===== src/rtl/sieve_pkg.sv =====
// Shared definitions for the sieve block-RAM producer and reader.
// Both ends use the same entry encoding: PRIME_MARK means "never marked", so the index is prime.
package sieve_pkg;

  typedef enum logic [2:0] {
    IDLE = 3'd0,
    READ = 3'd1,
    WAIT = 3'd2,
    EMIT = 3'd3,
    DONE = 3'd4
  } sieve_state_e;

  localparam int PRIME_MARK = 0;

endpackage


===== src/rtl/sieve_reader.sv =====
// sieve_reader: scans the sieve block RAM from FIRST to the top address and streams every
// unmarked (prime) index on a valid/ready port. The RAM port is driven read-only.
// Optional feature: define SIEVE_READER_COUNT_EN to add out__count, the number of primes
// accepted by the consumer during the current scan.
module sieve_reader
  import sieve_pkg::*;
#(
  parameter int ADDR  = 8,
  parameter int DATA  = 8,
  parameter int FIRST = 2
) (
  input  logic            clk,
  input  logic            rst,
  input  logic            in__start,
  output logic [ADDR-1:0] out__addr,
  output logic            out__wr,
  output logic [DATA-1:0] out__dout,
  input  logic [DATA-1:0] in__din,
  output logic            out__valid,
  input  logic            in__ready,
  output logic [ADDR-1:0] out__prime,
  output logic            out__busy,
  output logic            out__done
`ifdef SIEVE_READER_COUNT_EN
  ,
  output logic [ADDR:0]   out__count
`endif
);

  // A starting index outside the RAM would make the scan meaningless.
  if (FIRST >= (1 << ADDR) || FIRST < 0) begin : g_first_check
    $error("sieve_reader: FIRST must lie inside the RAM address range");
  end

  localparam logic [ADDR-1:0] FIRST_A = ADDR'(FIRST);
  localparam logic [ADDR-1:0] LAST_A  = {ADDR{1'b1}};
  localparam logic [DATA-1:0] MARK_D  = DATA'(PRIME_MARK);

  sieve_state_e    state_q, state_d;
  logic [ADDR-1:0] addr_q, addr_d;
  logic [ADDR-1:0] prime_q, prime_d;
  logic            valid_q, valid_d;
  logic            start_ok;
  logic            is_last;
  logic            accept;

  assign start_ok = in__start && (state_q == IDLE || state_q == DONE);
  assign is_last  = (addr_q == LAST_A);
  assign accept   = (state_q == EMIT) && in__ready;

  // Next-state logic: one read per address, with an extra EMIT stop for each prime found.
  always_comb begin
    state_d = state_q;
    addr_d  = addr_q;
    prime_d = prime_q;
    valid_d = valid_q;
    case (state_q)
      IDLE, DONE: begin
        if (in__start) begin
          state_d = READ;
          addr_d  = FIRST_A;
        end
      end
      READ: begin
        state_d = WAIT;
      end
      WAIT: begin
        if (in__din == MARK_D) begin
          state_d = EMIT;
          valid_d = 1'b1;
          prime_d = addr_q;
        end else if (is_last) begin
          state_d = DONE;
        end else begin
          state_d = READ;
          addr_d  = addr_q + 1'b1;
        end
      end
      EMIT: begin
        if (in__ready) begin
          valid_d = 1'b0;
          if (is_last) begin
            state_d = DONE;
          end else begin
            state_d = READ;
            addr_d  = addr_q + 1'b1;
          end
        end
      end
      default: begin
        state_d = IDLE;
        valid_d = 1'b0;
      end
    endcase
  end

  // State and output registers; reset abandons any scan in progress.
  always_ff @(posedge clk) begin
    if (!rst) begin
      state_q <= IDLE;
      addr_q  <= '0;
      prime_q <= '0;
      valid_q <= 1'b0;
    end else begin
      state_q <= state_d;
      addr_q  <= addr_d;
      prime_q <= prime_d;
      valid_q <= valid_d;
    end
  end

`ifdef SIEVE_READER_COUNT_EN
  logic [ADDR:0] count_q, count_d;

  // Accepted-prime counter, restarted by every start that actually begins a scan.
  always_comb begin
    count_d = count_q;
    if (start_ok) begin
      count_d = '0;
    end else if (accept) begin
      count_d = count_q + 1'b1;
    end
  end

  // Counter register.
  always_ff @(posedge clk) begin
    if (!rst) begin
      count_q <= '0;
    end else begin
      count_q <= count_d;
    end
  end

  assign out__count = count_q;
`endif

  assign out__addr  = addr_q;
  assign out__wr    = 1'b0;
  assign out__dout  = '0;
  assign out__valid = valid_q;
  assign out__prime = prime_q;
  assign out__busy  = (state_q == READ) || (state_q == WAIT) || (state_q == EMIT);
  assign out__done  = (state_q == DONE);

endmodule


===== config.mk =====
export PLATFORM = sky130hd
export DESIGN_NAME = sieve_reader
export DESIGN_NICKNAME = d
export VERILOG_FILES = /design/src/rtl/sieve_pkg.sv /design/src/rtl/sieve_reader.sv
export SDC_FILE = /design/constraint.sdc
export NUM_CORES = 1
export LEC_CHECK = 0
export BUFFER_PORTS_ARGS = -buffer_cell sky130_fd_sc_hd__buf_2
export CORE_UTILIZATION = 50
export CTS_BUF_LIST = sky130_fd_sc_hd__clkbuf_8
export CTS_CLUSTER_DIAMETER = 60
export CTS_CLUSTER_SIZE = 10
export DETAILED_ROUTE_END_ITERATION = 8
export GPL_ROUTABILITY_DRIVEN = 0
export GPL_TIMING_DRIVEN = 0
export PLACE_DENSITY = 0.91
export SLEW_MARGIN = 20
export SYNTH_ARGS = -nofsm -noshare
export SYNTH_HDL_FRONTEND = slang
export SYNTH_SLANG_ARGS = --single-unit

===== constraint.sdc =====
create_clock -name clk -period 2.7 [get_ports clk]
set_input_delay 0.54 -clock clk [delete_from_list [all_inputs] [get_ports clk]]
set_output_delay 0.54 -clock clk [all_outputs]
set_load 0.1 [all_outputs]

# After elaboration in Yosys (flattened, before gate mapping)
# Index checks and enable logic that the tools add are counted.
[classes]
addsub = 1
n_eq_ne = 9
reduce_logical = 11
mux = 13
n_bitwise = 1
[op_table]
columns = ["op", "n"]
rows = [
  ["$mux W8", 4],
  ["$pmux W8 S3", 1],
  ["$mux W3", 4],
  ["$pmux W3 S4", 1],
  ["$add A8 B1 Y8 const B", 1],
  ["$eq A8 B8 Y1 const B", 1],
  ["$logic_not A8 Y1", 1],
  ["$ne A2 B2 Y1 const B", 4],
  ["$eq A3 B2 Y1 const B", 2],
  ["$reduce_and A2 Y1", 2],
  ["$reduce_and A4 Y1", 1],
  ["$eq A3 B1 Y1 const B", 1],
  ["$eq A3 B3 Y1 const B", 1],
  ["$logic_not A3 Y1", 1],
  ["$pmux W1 S3", 1],
  ["$reduce_and A3 Y1", 1],
  ["$reduce_bool A3 Y1", 1],
  ["$reduce_or A3 Y1", 1],
  ["$logic_or A1 B1 Y1", 2],
  ["$mux W1", 2],
  ["$reduce_or A2 Y1", 1],
  ["$not A1 Y1", 1],
]
[word_totals]
output_inout_bits = 28
elab_cells = 39
in_bits = 12
regBits = 20

# Logic depth before layout (Yosys ltp)
# Gate-level depths: netlist of run 1.
[logic_depth]
depth_word = 4
ltp_mapped = 6

# Worst setup path before layout of run 1
# No wires, ideal clock.
[synth_path]
kind = "register -> output"
from = "reg state_q[0]"
to = "out out__busy"
n_path_buf = 1
path_stages_with_launch = 4
arrival_ns = 2.080
required_time_ns = 2.160
path_slack_ns = 0.080
path_cell_list = "dfxtp_1 > clkbuf_1 > nor2_1 > nor2_1"
[synth_via]
elab_chain_cells = 3
[synth_lines]
columns = ["element", "line_no", "text"]
rows = [
  ["start: declaration", "sieve_reader.sv:39", "sieve_state_e state_q, state_d;"],
  ["start signal: assignment", "sieve_reader.sv:105", "state_q <= state_d;"],
  ["$eq A3 B1 Y1 or $eq A3 B2 Y1 (tied branches)", "sieve_reader.sv:142", "assign out__busy = (state_q == READ) || (state_q == WAIT) || (state_q == EMIT);"],
  ["$logic_or A1 B1 Y1", "sieve_reader.sv:142", ""],
  ["$logic_or A1 B1 Y1 *", "sieve_reader.sv:142", ""],
  ["end: declaration", "sieve_reader.sv:22", "output logic out__busy,"],
]
# Every way passes the cells marked *; elsewhere a longest branch is shown, timed or not.

# Worst setup path after layout of run 1
[layout_path]
from = "reg state_q[0]"
to = "out out__done"
[layout_via]
elab_chain_cells = 1
[layout_lines]
columns = ["element", "line_no", "text"]
rows = [
  ["$eq A3 B3 Y1", "sieve_reader.sv:143", "assign out__done = (state_q == DONE);"],
  ["end: declaration", "sieve_reader.sv:23", "output logic out__done"],
]
# Every way passes these cells.

==> results of run 1 <==
final timing paths:
kind	start	endpoint	slack, ns	depth (start not counted)
worst max-delay path	state_q[0]	out__done	0.38	5
worst min register to register	out__prime[1]	out__prime[1]	0.47	2
worst min-delay path	out__prime[1]	out__prime[1]	0.47	2
worst max register to register	state_q[1]	out__addr[2]	0.69	6
metrics by stage:
stage	cell area (um^2)	hold WS, ns	total power (uW)	instances	util
3_5_place_dp	1310	0.463	569	194	0.653
6_report	1350	0.468	758	197	0.674
3_3_place_gp	1310	0.444	562	194	0.653
4_1_cts	1350	0.471	758	197	0.674
5_1_grt	1350	0.487	783	197	0.674
2_1_floorplan	1120	0.514	532	137	-
logic make-up after synthesis:
logic type | count (synthesis) | synth area share
AO/OA/AOI/OAI | 28 | 0.203
AND/OR/NAND/NOR | 61 | 0.297
adder cells (fa/ha/maj) | 1 | 0.0114
flip-flops | 20 | 0.366
buffers and inverters | 14 | 0.0858
multiplexers | 1 | 0.00915
other | 1 | 0.00343
XOR/XNOR | 3 | 0.0240
worst max-delay path, stage by stage, from the launching register on:
cell and delay (ns):
dfxtp_1 0.32, clkbuf_1 0.22, nor2_1 0.37, nand2_1 0.13, inv_1 0.06, buf_2 0.41
power groups by stage:
stage	Combinational [uW]	Clock (uW)	Sequential (uW)
finish	248	193	318
floorplan	160	0	372
global route	260	204	319
detailed placement	245	0	325
global placement	238	0	324
CTS	246	194	318
flip-flops by register name, summed over array words and instances (netlist names):
| name | count |
|---|---|
| state_q | 3 |
| out__valid | 1 |
| out__prime | 8 |
| out__addr | 8 |
cells in the mapped netlist (3+ instances only):
master / instances / area (um^2)
a21boi_0: 8 / 60.1
buf_4: 9 / 67.6
clkbuf_1: 3 / 11.3
dfxtp_1: 20 / 400
nand2_1: 23 / 86.3
nand2b_1: 3 / 18.8
nand3_1: 5 / 25.0
nor2_1: 8 / 30.0
nor2b_1: 3 / 18.8
nor3_1: 5 / 25.0
o21ai_0: 4 / 20.0
metal layers:
metal	track usage	part of all wire	vias to the layer above
met4	0.0686	0.0075	0
met2	0.451	0.50	52
li1	-	-	516
met5	0	0	-
met1	0.243	0.42	493
met3	0.0629	0.075	5
area by class of cell:
class	instances	area, um^2
Buffer	13	90.1
Clock buffer	3	41.3
Fill cell	182	653
Inverter	1	3.75
Multi-Input combinational cell	103	629
Sequential cell	20	400
Tap cell	27	33.8
Timing Repair Buffer	30	150
==> key figures, run 1 <==
Floorplan
  • Row cnt: 16
  • Core Box Area: 2000 um^2
  • Full die area: 2380 um^2
  • Die width: 48.8 um
  • Die Y: 48.8 um
  • Initial Util: 0.546
  • I/O pin count: 40

Worst hold path
  • Hold WC Path Type: reg2reg

Setup path
  • Worst setup SP type: register
  • Crit. End Element: output pin
  • Worst EP required: 2.16 ns
  • Crit path kind: reg2out
  • Crit path arrival time: 1.78 ns
  • Critical Path Fanout Max: 10

Power and ir drop
  • Clock power share: 0.255
  • Pleak: 0.000578 uW
  • Combinational share of power: 0.326
  • P_sw: 298 uW
  • Reg power frac: 0.419
  • VDD IR max: 0.000355 V
  • Cell-internal power: 461 uW
  • PwrDens: 562 nW/um^2
  • Sw Ratio: 0.393

Global routing
  • Gr usage total: 0.234
  • Largest net degree at the start of global routing: 11
  • Antenna violations before repair: 0
  • First-pass GRT wire length: 4310 um
  • Grt ovf: 0
  • Number of global-route vias before repair: 1017

Layout
  • Most common cell after layout, fill and taps aside: buf_2
  • Fin nets: 185
  • Area grow syn2layout: 23.3%
  • Share of cells above drive strength 1: 0.312
  • Most frequent cells in the layout: 30 x buf_2, 23 x nand2_1, 20 x dfxtp_1, 9 x buf_4, 9 x conb_1
  • Diode count: 0

Outcome
  • Status: finished clean

Synth
  • Register bit total from synthesis: 20
  • Yosys warns: 0
  • EDFF count, synth: 0
  • Ys flop type: dfxtp_1
  • Netlist Area Pre-Place: 1090 um^2
  • Register area share after synthesis: 0.366
  • Synth Area per Inst: 8.48 um^2
  • Synth async-reset ratio: 0
  • Post-synthesis cell type count: 40
  • Syn Inst Count: 129

Detailed routing
  • Via count: 1066
  • Vias per cell: 5.41
  • Initial DRC count: 25
  • DRT antenna net count: 0
  • DRC violations left: 0
  • Final wirelength: 2660 um
  • Pre-antenna DRT Iters: 4
  • Drt wl/cell: 13.5 um

Timing
  • Final setup violation count: 0
  • Clock period minus worst slack: 2.32 ns
  • Setup_tns: 0 ns
  • Worst slew margin: 0.574
  • RSZ-0062 raised after global routing: false
  • Worst setup margin: 0.375 ns
  • Final period utilization: 0.861
  • Fmax: 430 MHz
  • Slew @ Worst Pin: 0.634 ns
  • Slew Limit Fails: 0
  • Hold Violations, Final: 0
  • Layout Skew: 0.00160 ns

Clock tree
  • Post-CTS resize count: 0
  • Clock transition at path regs: 0.07 ns
  • CTS Buf Count: 3
  • TritonCTS clock tree: done
  • Worst-Skew Late Latency: 0.26 ns
  • Clk buf depth: 2
  • H-tree Lvls: 1
  • Hold-fix buffers at CTS: 0
  • Sink Count: 20
  • CTS root buf: clkbuf_8
  • Total setup buffers inserted after CTS: 0

Job
  • Max-Cap Viols: 0

Placed design
  • Worst slack, placed: 0.331 ns
  • Port Buffer Count: 30
  • Detail Placement HPWL: 1950 um
Note: power is estimated with default switching activity, not from simulation.
==> inputs of run 2 (changes only) <==
- PLACE_DENSITY: 0.91 -> 0.87
- SETUP_SLACK_MARGIN: unset -> 0.4
==> key figures, run 2 (synthesis gave the netlist of run 1 again) <==
Outcome
  • Status: finished clean

Layout
  • Most frequent cells in the layout: 29 x buf_2, 23 x nand2_1, 20 x dfxtp_1, 10 x buf_4, 9 x conb_1
  • Share of cells above drive strength 1: 0.333 (+0.0216)
  • Area grow syn2layout: 26.9%
  • Diode count: 0 (unchanged)
  • Most common cell after layout, fill and taps aside: buf_2
  • # fillers: 171 (-6.0%)
  • Fin nets: 185 (unchanged)
  • Post-route cell area: 1390 um^2 (+2.9%)

Setup path
  • Worst setup SP type: register
  • Worst EP required: 2.16 ns (about the same)
  • Critical Path Fanout Max: 10 (unchanged)
  • FF-to-FF setup slack: 0.70 ns (about the same)
  • R2R Path Start: state_q[1]
  • Crit path arrival time: 1.58 ns (-0.20 ns)
  • R2R cell count: 6 (unchanged)
  • Crit path kind: reg2out
  • Crit. End Element: output pin
  • Worst r2r dst: out__addr[2]

Timing
  • Final setup violation count: 0 (unchanged)
  • Setup_tns: 0 ns (unchanged)
  • Fmax: 473 MHz (+9.9%)
  • Layout Skew: 0.00241 ns (+0.000811 ns)
  • Slew Limit Fails: 0 (unchanged)
  • Hold Violations, Final: 0 (unchanged)
  • Final period utilization: 0.784 (-0.0774)
  • Clock period minus worst slack: 2.12 ns (-0.209 ns)
  • Slew @ Worst Pin: 0.664 ns (+0.0300 ns)
  • Worst slew margin: 0.554 (-0.0201)
  • RSZ-0062 raised after global routing: false

Power and ir drop
  • Clock power share: 0.342 (+0.087)
  • P_sw: 300 uW (+0.78%)
  • Sw Ratio: 0.349 (-0.0436)
  • Reg power frac: 0.370 (-0.049)
  • VDD IR max: 0.000398 V (+12%)
  • PwrDens: 620 nW/um^2 (+10%)
  • Pleak: 0.000596 uW (+3.1%)
  • Combinational share of power: 0.288 (-0.038)
  • Cell-internal power: 560 uW (+22%)

Clock tree
  • H-tree Lvls: 1 (unchanged)
  • CTS root buf: clkbuf_8
  • CTS Buf Count: 3 (unchanged)
  • Hold-fix buffers at CTS: 0 (unchanged)
  • Sink Count: 20 (unchanged)
  • TritonCTS clock tree: done
  • Worst-Skew Late Latency: 0.26 ns (about the same)
  • Clock transition at path regs: 0.07 ns (about the same)
  • Clk buf depth: 2 (unchanged)

Detailed routing
  • Via count: 1058 (-0.75%)
  • Final wirelength: 2460 um (-7.4%)
  • Drt wl/cell: 12.4 um (-7.8%)
  • Pre-antenna DRT Iters: 4 (unchanged)
  • Vias per cell: 5.34 (-1.3%)
  • Initial DRC count: 12 (-52%)
  • DRC violations left: 0 (unchanged)
  • DRT antenna net count: 0 (unchanged)

Global routing
  • Met2 Use GR: 0.396 (-0.0556)
  • Grt ovf: 0 (unchanged)
  • Number of global-route vias before repair: 1029 (+1.2%)
  • Busiest grt layer: met2
  • GR met1 Demand/Resource: 0.233 (-0.00926)
  • Antenna violations before repair: 0 (unchanged)
  • First-pass GRT wire length: 4170 um (-3.2%)
  • Largest net degree at the start of global routing: 13 (+2)
  • Gr usage total: 0.228 (-0.00581)
  • M3 GR Usage: 0.0535 (-0.00943)

Floorplan
  • Initial Util: 0.546 (unchanged)
  • Die Y: 48.8 um (unchanged)
  • I/O pin count: 40 (unchanged)
  • Full die area: 2380 um^2 (unchanged)
  • Row cnt: 16 (unchanged)
  • Core Box Area: 2000 um^2 (unchanged)
  • Die width: 48.8 um (unchanged)

Worst hold path
  • WHS Endpoint: out__prime[4]
  • Hold Crit Depth: 2 (unchanged)
  • Hold WC Path Type: reg2reg
  • HP Start: out__prime[4]

Placed design
  • Port Buffer Count: 30 (unchanged)
  • Detail Placement HPWL: 1780 um (-8.6%)
  • Placed Instance Area: 1310 um^2 (+0.19%)

Job
  • Max-Cap Viols: 0 (unchanged)
## run 2: layer usage
layer  vias to the layer above  part of all wire
li1                        522                 -
met1                       478              0.41
met2                        46              0.48
met3                        12             0.069
met4                         0             0.040
met5                         -                 0
## run 2: area by class of cell
| cell class | instances | area [um^2] | area share |
|---|---|---|---|
| sequential | 20 | 400 | 0.289 |
| buffer | 13 | 91.3 | 0.0658 |
| clock buffer | 3 | 41.3 | 0.0298 |
| tap | 27 | 33.8 | 0.0243 |
| timing repair buffer | 30 | 153 | 0.110 |
| inverter | 1 | 3.75 | 0.00271 |
| multi-input combinational | 103 | 634 | 0.457 |
| clock inverter | 1 | 30.0 | 0.0216 |
## run 2: worst max-delay path: stages (launching register included)
cell and delay (ns):
dfxtp_1 0.34, clkbuf_1 0.31, nor2_2 0.14, nor2_2 0.10, buf_2 0.42
## run 2: through the flow
stage | hold WS (ns) | worst slack (ns) | power [uW] | util | cells
final | 0.458 | 0.584 | 860 | 0.693 | 198
after global routing | 0.481 | 0.480 | 896 | 0.693 | 198
after CTS | 0.463 | 0.404 | 864 | 0.691 | 198
after detailed placement | 0.453 | 0.344 | 568 | 0.654 | 194
after global placement | 0.444 | 0.368 | 563 | 0.654 | 194
after floorplan | 0.530 | 0.431 | 533 | - | 137
## run 2: how the worst max path moves through the flow
stage                 startpoint      endpoint  depth (start not counted)
CTS                   state_q[0]     out__busy                          4
detailed placement    in__din[7]  out__addr[2]                          5
finish                state_q[1]     out__busy                          4
global placement      in__din[7]  out__addr[2]                          5
global route          in__din[1]  out__addr[1]                          6
floorplan           out__addr[0]  out__addr[6]                          5
## run 2: what timing repair did
| item | CTS | global route |
|---|---|---|
| buffers inserted | 0 | 0 |
| gates resized for setup | 1 | 3 |
| pin swaps | 0 | 0 |
| gates cloned | 0 | 0 |
| endpoints found under the setup margin | 1 | 2 |
## run 2: power groups by stage
| stage | combinational, uW | clock (uW) | sequential [uW] |
|---|---|---|---|
| 4_1_cts | 245 | 301 | 318 |
| 3_5_place_dp | 243 | 0 | 325 |
| 2_1_floorplan | 161 | 0 | 372 |
| 6_report | 247 | 294 | 318 |
| 3_3_place_gp | 240 | 0 | 323 |
| 5_1_grt | 261 | 316 | 320 |
==> inputs of run 3 (changes only) <==
- ABC_AREA: unset -> 1
- CORE_UTILIZATION: 50 -> 51
- clock period: 2.7 -> 2.04 ns (I/O delays scaled with it)
==> key figures, run 3 <==
Layout
  • Diode count: 0 (unchanged)
  • Post-route cell area: 1470 um^2 (+6.0%)
  • Fin nets: 226 (+22%)
  • Share of cells above drive strength 1: 0.344 (+0.0110)
  • Most frequent cells in the layout: 32 x nand2_1, 28 x buf_2, 26 x nor2_1, 16 x a21oi_1, 14 x inv_1
  • Most common cell after layout, fill and taps aside: nand2_1
  • Area grow syn2layout: 28.4%

Worst hold path
  • Hold WC Path Type: in2reg
  • WHS Endpoint: out__prime[0]
  • HP Start: rst
  • Hold Crit Depth: 3 (+1)

Global routing
  • Largest net degree at the start of global routing: 12 (-1)
  • First-pass GRT wire length: 4660 um (+12%)
  • Grt ovf: 0 (unchanged)
  • Gr usage total: 0.243 (+0.0141)
  • Number of global-route vias before repair: 1113 (+8.2%)
  • Antenna violations before repair: 0 (unchanged)

Setup path
  • Crit. End Element: output pin
  • R2R cell count: 9 (+3)
  • Worst setup SP type: register
  • Worst r2r dst: out__addr[2]
  • R2R Path Start: out__addr[0]
  • Critical Path Fanout Max: 5 (-5)
  • Worst EP required: 1.63 ns (-0.53 ns)
  • Worst Setup SP: state_q[2]
  • Crit path kind: reg2out
  • Crit path arrival time: 1.20 ns (-0.38 ns)
  • FF-to-FF setup slack: 0.52 ns (-0.18 ns)

Outcome
  • Status: finished clean

Floorplan
  • Initial Util: 0.561 (+0.0150)
  • Die Y: 49.4 um (+1.3%)
  • Core Box Area: 2040 um^2 (+2.0%)
  • I/O pin count: 40 (unchanged)
  • Die width: 49.4 um (+1.3%)
  • Full die area: 2440 um^2 (+2.6%)
  • Row cnt: 16 (unchanged)

Synth
  • Area contributors post-synth: dfxtp_1 35%, nand2_1 10%, nor2_1 9.5%
  • Ys flop type: dfxtp_1
  • Netlist Area Pre-Place: 1150 um^2 (+4.8%)
  • Count leader, synth: nand2_1
  • Register bit total from synthesis: 20 (unchanged)
  • Yosys warns: 0 (unchanged)
  • Synth Area per Inst: 6.74 um^2 (-20%)
  • Most instantiated cells after synthesis: 32 x nand2_1, 29 x nor2_1, 20 x dfxtp_1
  • Synth area leader: dfxtp_1
  • EDFF count, synth: 0 (unchanged)
  • Synth async-reset ratio: 0 (unchanged)
  • Post-synthesis cell type count: 27 (-33%)
  • Syn Inst Count: 170 (+32%)
  • Register area share after synthesis: 0.349 (-0.0168)
  • Synth top area share: 0.349 (-0.0168)

Job
  • Max-Cap Viols: 0 (unchanged)

Power and ir drop
  • VDD IR max: 0.000512 V (+29%)
  • Pwr Total: 998 uW (+16%)
  • Pleak: 0.000696 uW (+17%)
  • PwrDens: 679 nW/um^2 (+9.5%)

Timing
  • Setup_tns: 0 ns (unchanged)
  • Hold Violations, Final: 0 (unchanged)
  • Final period utilization: 0.789
  • Layout Skew: 0.00320 ns (+0.000791 ns)
  • RSZ-0062 raised after global routing: false
  • Final setup violation count: 0 (unchanged)
  • Clock period minus worst slack: 1.61 ns
  • Fmax: 621 MHz
  • Slew Limit Fails: 0 (unchanged)

Clock tree
  • Hold-fix buffers at CTS: 0 (unchanged)
  • Total setup buffers inserted after CTS: 0 (unchanged)
  • CTS root buf: clkbuf_8
  • Clk buf depth: 2 (unchanged)
  • Sink Count: 20 (unchanged)
  • Clock transition at path regs: 0.07 ns (about the same)
  • H-tree Lvls: 1 (unchanged)
  • TritonCTS clock tree: done
  • CTS Buf Count: 3 (unchanged)
  • Worst-Skew Late Latency: 0.26 ns (about the same)

Detailed routing
  • Via count: 1199 (+13%)
  • DRT antenna net count: 0 (unchanged)
  • Pre-antenna DRT Iters: 7 (+3)
  • Vias per cell: 5.02 (-6.1%)
  • DRC violations left: 0 (unchanged)
  • Initial DRC count: 57 (+45)
  • Final wirelength: 2800 um (+14%)
  • Drt wl/cell: 11.7 um (-5.8%)

Placed design
  • Placed Instance Area: 1390 um^2 (+6.3%)
  • Detail Placement HPWL: 2080 um (+17%)
  • Port Buffer Count: 30 (unchanged)
-- run 3: cell type report --
type / count / area, um^2
Multi-Input combinational cell: 128 / 643
Sequential cell: 20 / 419
Clock inverter: 1 / 3.75
Timing Repair Buffer: 30 / 168
Fill cell: 181 / 571
Tap cell: 27 / 33.8
Clock buffer: 3 / 41.3
Buffer: 12 / 91.3
Inverter: 18 / 71.3
-- run 3: how the worst max path moves through the flow --
| stage | end | slack [ns] | cells after the start |
|---|---|---|---|
| after floorplan | out__done | 0.39 | 3 |
| after global placement | out__done | 0.31 | 4 |
| after detailed placement | out__done | 0.27 | 4 |
| after CTS | out__done | 0.37 | 4 |
| after global routing | out__done | 0.40 | 3 |
| final | out__done | 0.43 | 3 |
-- run 3: layer usage --
layer  wire length, um  track usage
met5                 0            0
met4                71        0.100
met3               248       0.0374
met2              1370        0.447
met1              1110        0.273
-- run 3: worst max-delay path, cell delays in order, from the launching register on --
cell     delay, ns
dfxtp_1       0.51
inv_1         0.12
nor2_4        0.14
buf_12        0.18
-- run 3: logic make-up after synthesis --
logic type	synth area share
compound gates	0.121
flops	0.349
other cells	0.00327
fa+ha+maj	0.0109
xor+xnor	0.00764
simple gates	0.366
buf+inv	0.142
-- run 3: report_power, final --
part           total [uW]  internal, uW  switching [uW]
clock                 257           134             123
combinational         324          71.7             252
sequential            418           401            16.7
-- run 3: per-stage QoR --
stage	util	instances	setup slack (ns)	hold WS [ns]
finish	0.721	239	0.431	0.419
global route	0.721	239	0.405	0.462
CTS	0.712	239	0.366	0.412
detailed placement	0.682	235	0.266	0.446
global placement	0.682	235	0.310	0.429
floorplan	-	178	0.391	0.546
-- run 3: timing repair --
item | CTS | global route
pin swaps | 0 | 1
endpoints found under the setup margin | 2 | 5
resized for setup | 5 | 5
